==> src/rtl/sym_vn_lut_loader.sv <==
// sym_vn_lut_loader
//   Write-side controller that fills the symmetric VN IB lookup RAM from a
//   valid/ready entry stream and tells the decoder when the RAM write port
//   is owned (read ports 1 and 3 are unusable while we is high).
//
// Ports
//   write_clk   single clock, shared with the RAM write port
//   rstn        asynchronous active-low reset
//   load_req    start pulse, sampled only in IDLE
//   load_base   first write address (latched with load_req)
//   load_len    entry count, 0 means DEPTH (latched with load_req)
//   load_abort  abandon the load in progress
//   in_data     stream entry
//   in_valid    stream entry valid
//   in_ready    loader accepts an entry this cycle (combinational)
//   lut_in      RAM write data
//   write_addr  RAM write address
//   we          RAM write enable
//   lut_busy    decoder must not issue VN LUT reads
//   load_done   one-cycle pulse when all entries are written
//   req_err     sticky: load_req seen while not IDLE
module sym_vn_lut_loader #(
  parameter int DATA_WIDTH = 4,
  parameter int ADDR_WIDTH = 7,
  parameter int DEPTH      = 128
) (
  input  logic                  write_clk,
  input  logic                  rstn,
  input  logic                  load_req,
  input  logic [ADDR_WIDTH-1:0] load_base,
  input  logic [ADDR_WIDTH-1:0] load_len,
  input  logic                  load_abort,
  input  logic [DATA_WIDTH-1:0] in_data,
  input  logic                  in_valid,
  output logic                  in_ready,
  output logic [DATA_WIDTH-1:0] lut_in,
  output logic [ADDR_WIDTH-1:0] write_addr,
  output logic                  we,
  output logic                  lut_busy,
  output logic                  load_done,
  output logic                  req_err
);

  typedef enum logic [1:0] {
    S_IDLE,
    S_LOAD,
    S_FLUSH
  } state_e;

  state_e                state_q, state_d;
  logic [ADDR_WIDTH-1:0] addr_q, addr_d;
  // One bit wider than the address so a full-depth load (len==0) fits.
  logic [ADDR_WIDTH:0]   remaining_q, remaining_d;
  logic [DATA_WIDTH-1:0] lut_in_q, lut_in_d;
  logic [ADDR_WIDTH-1:0] write_addr_q, write_addr_d;
  logic                  we_q, we_d;
  logic                  lut_busy_q, lut_busy_d;
  logic                  load_done_q, load_done_d;
  logic                  req_err_q, req_err_d;
  logic                  accept;

  // Abort forces ready low so an abort cycle never consumes an entry.
  assign in_ready = (state_q == S_LOAD) && (remaining_q != '0) && !load_abort;
  assign accept   = in_valid && in_ready;

  always_comb begin
    state_d      = state_q;
    addr_d       = addr_q;
    remaining_d  = remaining_q;
    lut_in_d     = lut_in_q;
    write_addr_d = write_addr_q;
    we_d         = 1'b0;
    lut_busy_d   = lut_busy_q;
    load_done_d  = 1'b0;
    req_err_d    = req_err_q;

    case (state_q)
      S_IDLE: begin
        if (load_req) begin
          addr_d      = load_base;
          remaining_d = (load_len == '0) ? (ADDR_WIDTH + 1)'(DEPTH)
                                         : {1'b0, load_len};
          lut_busy_d  = 1'b1;
          req_err_d   = 1'b0;
          state_d     = S_LOAD;
        end
      end

      S_LOAD: begin
        if (load_req) req_err_d = 1'b1;
        if (load_abort) begin
          lut_busy_d = 1'b0;
          state_d    = S_IDLE;
        end else if (accept) begin
          lut_in_d     = in_data;
          write_addr_d = addr_q;
          we_d         = 1'b1;
          addr_d       = addr_q + ADDR_WIDTH'(1);
          remaining_d  = remaining_q - (ADDR_WIDTH + 1)'(1);
          if (remaining_q == (ADDR_WIDTH + 1)'(1)) state_d = S_FLUSH;
        end
      end

      S_FLUSH: begin
        if (load_req) req_err_d = 1'b1;
        lut_busy_d = 1'b0;
        state_d    = S_IDLE;
        // The RAM commits the final entry on this edge; done only if not aborted.
        if (!load_abort) load_done_d = 1'b1;
      end

      default: begin
        lut_busy_d = 1'b0;
        state_d    = S_IDLE;
      end
    endcase
  end

  always_ff @(posedge write_clk or negedge rstn) begin
    if (!rstn) begin
      state_q      <= S_IDLE;
      addr_q       <= '0;
      remaining_q  <= '0;
      lut_in_q     <= '0;
      write_addr_q <= '0;
      we_q         <= 1'b0;
      lut_busy_q   <= 1'b0;
      load_done_q  <= 1'b0;
      req_err_q    <= 1'b0;
    end else begin
      state_q      <= state_d;
      addr_q       <= addr_d;
      remaining_q  <= remaining_d;
      lut_in_q     <= lut_in_d;
      write_addr_q <= write_addr_d;
      we_q         <= we_d;
      lut_busy_q   <= lut_busy_d;
      load_done_q  <= load_done_d;
      req_err_q    <= req_err_d;
    end
  end

  assign lut_in     = lut_in_q;
  assign write_addr = write_addr_q;
  assign we         = we_q;
  assign lut_busy   = lut_busy_q;
  assign load_done  = load_done_q;
  assign req_err    = req_err_q;

endmodule

==> config.mk <==
export PLATFORM = sky130hd
export DESIGN_NAME = sym_vn_lut_loader
export DESIGN_NICKNAME = d
export VERILOG_FILES = /design/src/rtl/sym_vn_lut_loader.sv
export SDC_FILE = /design/constraint.sdc
export NUM_CORES = 1
export LEC_CHECK = 0
export BUFFER_PORTS_ARGS = -buffer_cell sky130_fd_sc_hd__buf_2
export CAP_MARGIN = 0
export CORE_MARGIN = 1
export CORE_UTILIZATION = 45
export CTS_CLUSTER_SIZE = 20
export DETAILED_ROUTE_END_ITERATION = 8
export PLACE_DENSITY_LB_ADDON = 0.25
export SYNTH_ARGS = -nofsm -noshare
export SYNTH_HDL_FRONTEND = slang
export SYNTH_SLANG_ARGS = --single-unit
export TNS_END_PERCENT = 100
==> constraint.sdc <==
create_clock -name write_clk -period 3.9 [get_ports write_clk]
set_input_delay 0.78 -clock write_clk [delete_from_list [all_inputs] [get_ports write_clk]]
set_output_delay 0.78 -clock write_clk [all_outputs]
set_load 0.03 [all_outputs]
==> impl_metrics.toml <==
[run_status]
run_status = "completed"

[drt]
dr_total_vias = 1507
first_iter_violations = 93
wirelength_um = 4210
ant_nets = 0
routedWlPerCell_um = 16.6
route.detailed.drc = 0
drt-pass1-iter-count = 4
avgViaCountPerCell = 5.93

[job]
drv_cap = 0

[setup_path]
cp_slowest_cell = "ha_1"
slowest_delay_ps = 840
end_kind = "primary output"
cp.arrival_ps = 2220
path_class = "flip-flop to primary output"
critPathMaxFanout = 27
cp.required_ps = 3120
path_buf_inv = 2
startpoint_type = "flip-flop"
critPathTopFamily = "adder cells"
crit_chain = "inv_1, ha_1, nand2b_1, a21oi_1, buf_2"

[global_routing]
grt_util_all_layers = 0.212
grt_start_max_net_pins = 33
antenna_found_initial = 0
grt_pass1_vias = 1431
grt_pass1_wl_um = 6780
grt_overflow = 0

[yosys]
yosysUniqueCellTypes = 48
synth_seq_area_share = 0.438
synth_edf_count = 0
ys_ff_latch = 32
synth-main-ff-cell = "dfrtp_1"
syn-num-nets = 197
yosysTopAreaCellShare = 0.438
yosysWarnings = 0
syn_area_um2 = 1830
synthArstFlopShare = 1.00
yosysTopAreaCell = "dfrtp_1"
synthTopCellsByArea = "dfrtp_1, mux2_4, ha_1"
syn_area_per_cell_um2 = 11.0
postSynthCellCount = 167

[clock_tree]
postCtsSetupBuffers = 0
cts_sinks = 32
cts_made_buffers = 5
cts_tree = "yes"
insertion_delay_ps = 280
cts_htree_levels = 2
clkTransAtPathRegs_ps = 60
hold_buffers = 0
cts-root-buf = "clkbuf_8"
cts_resized = 0
cts_buffer_depth = 2

[finish]
finish.utilization = 0.568
areaGrowthSynthToFinish_pct = 17.1
layout_common_cells = "buf_2, dfrtp_1, nand3_1"
drive_gt1_frac = 0.345
antenna_cells = 0
fill_cells = 312
layout.nets = 235
layout_commonest_cell = "buf_2"

[die]
ios = 39
die_h_um = 65.8
initial_utilization = 0.485
fp.dieW_um = 65.8
rows = 22
core-area_um2 = 3770
die_area_um2 = 4320

[timing]
slew_violations = 0
finalSetupViolCount = 0
max_freq_mhz = 333
finalHoldWorstSlack_ps = 491
timing.final.crit_period_ps = 3000
slew_headroom = 0.318
final.period_utilization = 0.769
fin_tns_setup_ps = 0
hold_viol = 0
rsz0062_at_grt = "no"
tightest_slew_ps = 1020
skew_ps = 3.61

[pwr]
p_total_w = 0.00182
leakage_nw = 0.990
ir_drop_mv = 0.321
p_per_area_nw_per_um2 = 849

[place]
routabilityCongestion = 0.874
hpwlAfterDp_um = 2940
port-buffer-count = 38

[worst_hold_path]
hp-class = "flip-flop to flip-flop"
==> routing by layer <==
| layer | vias up | part of all wire | global-route usage | routed length, µm |
|---|---|---|---|---|
| li1 | 697 | - | - | - |
| met1 | 763 | 0.45 | 0.265 | 1890 |
| met2 | 42 | 0.49 | 0.341 | 2080 |
| met3 | 5 | 0.048 | 0.0608 | 204 |
| met4 | 0 | 0.011 | 0.0842 | 46 |
| met5 | - | 0 | 0 | 0 |
==> area by class of cell <==
cell class                 instances  area (µm²)  share of cell area
sequential                        32         801               0.374
clock inverter                     2        35.0              0.0164
tap                               48        60.1              0.0280
inverter                           8        30.0              0.0140
multi-input combinational        120         953               0.445
timing repair buffer              38         190              0.0888
clock buffer                       6        72.6              0.0339
==> through the flow <==
stage                     setup slack (ps)  instance area, µm²  std cells
final                                  901                2140        254
after global routing                   789                2140        254
after CTS                              928                2140        254
after detailed placement              1230                2030        246
after global placement                1310                2030        246
after floorplan                       1700                1830        167
==> path summary, 6_finish.rpt <==
check	from	endpoint	slack (ps)	cells past startpoint
max	state_q[1]	in_ready	900	5
min	lut_busy	lut_busy	490	1
max reg2reg	state_q[1]	write_addr[6]	1200	5
min reg2reg	lut_busy	lut_busy	490	1
max in group asynchronous	rstn	addr_q[5]	2900	1
min in group asynchronous	rstn	state_q[1]	550	1
==> synthesized netlist by cell type, types with 3 or more instances <==
cell	number
dfrtp_1	32
nand3_1	13
nor2_1	11
nand2_1	10
mux2_4	9
inv_1	8
a21oi_1	7
ha_1	7
and3_1	4
o21ai_0	4
o22a_1	4
a31oi_1	3
buf_2	3
nand2b_1	3
nand4b_1	3
nor3_1	3
nor4_1	3
==> worst register-to-register path, stage by stage (launching register included) <==
cell and delay (ps):
dfrtp_1 400, inv_1 90, ha_1 840, nand3b_4 180, a21oi_2 660, mux2_2 420
==> where the power goes <==
| part | switching, W | internal (W) | leakage [nW] |
|---|---|---|---|
| Combinational | 0.000527 | 0.000368 | 0.557 |
| Sequential | 0.000138 | 0.000479 | 0.378 |
| Clock | 0.000118 | 0.000189 | 0.0552 |
==> sequential cells by signal (all words and copies together), names as in the netlist, 2 cells and up <==
register	count
addr_q	7
lut_in	4
remaining_q	8
state_q	2
write_addr	7
==> logic make-up (layout without fill, tap and decap cells) <==
logic type,count (synthesis),count (layout),share of synthesized area
AND/OR/NAND/NOR,62,62,0.213
AO/OA/AOI/OAI,39,39,0.168
flip-flops,32,32,0.438
buffers and inverters,15,54,0.0410
multiplexers,12,12,0.0917
adder cells (fa/ha/maj),7,7,0.0479
(Power assumes the default switching activity.)
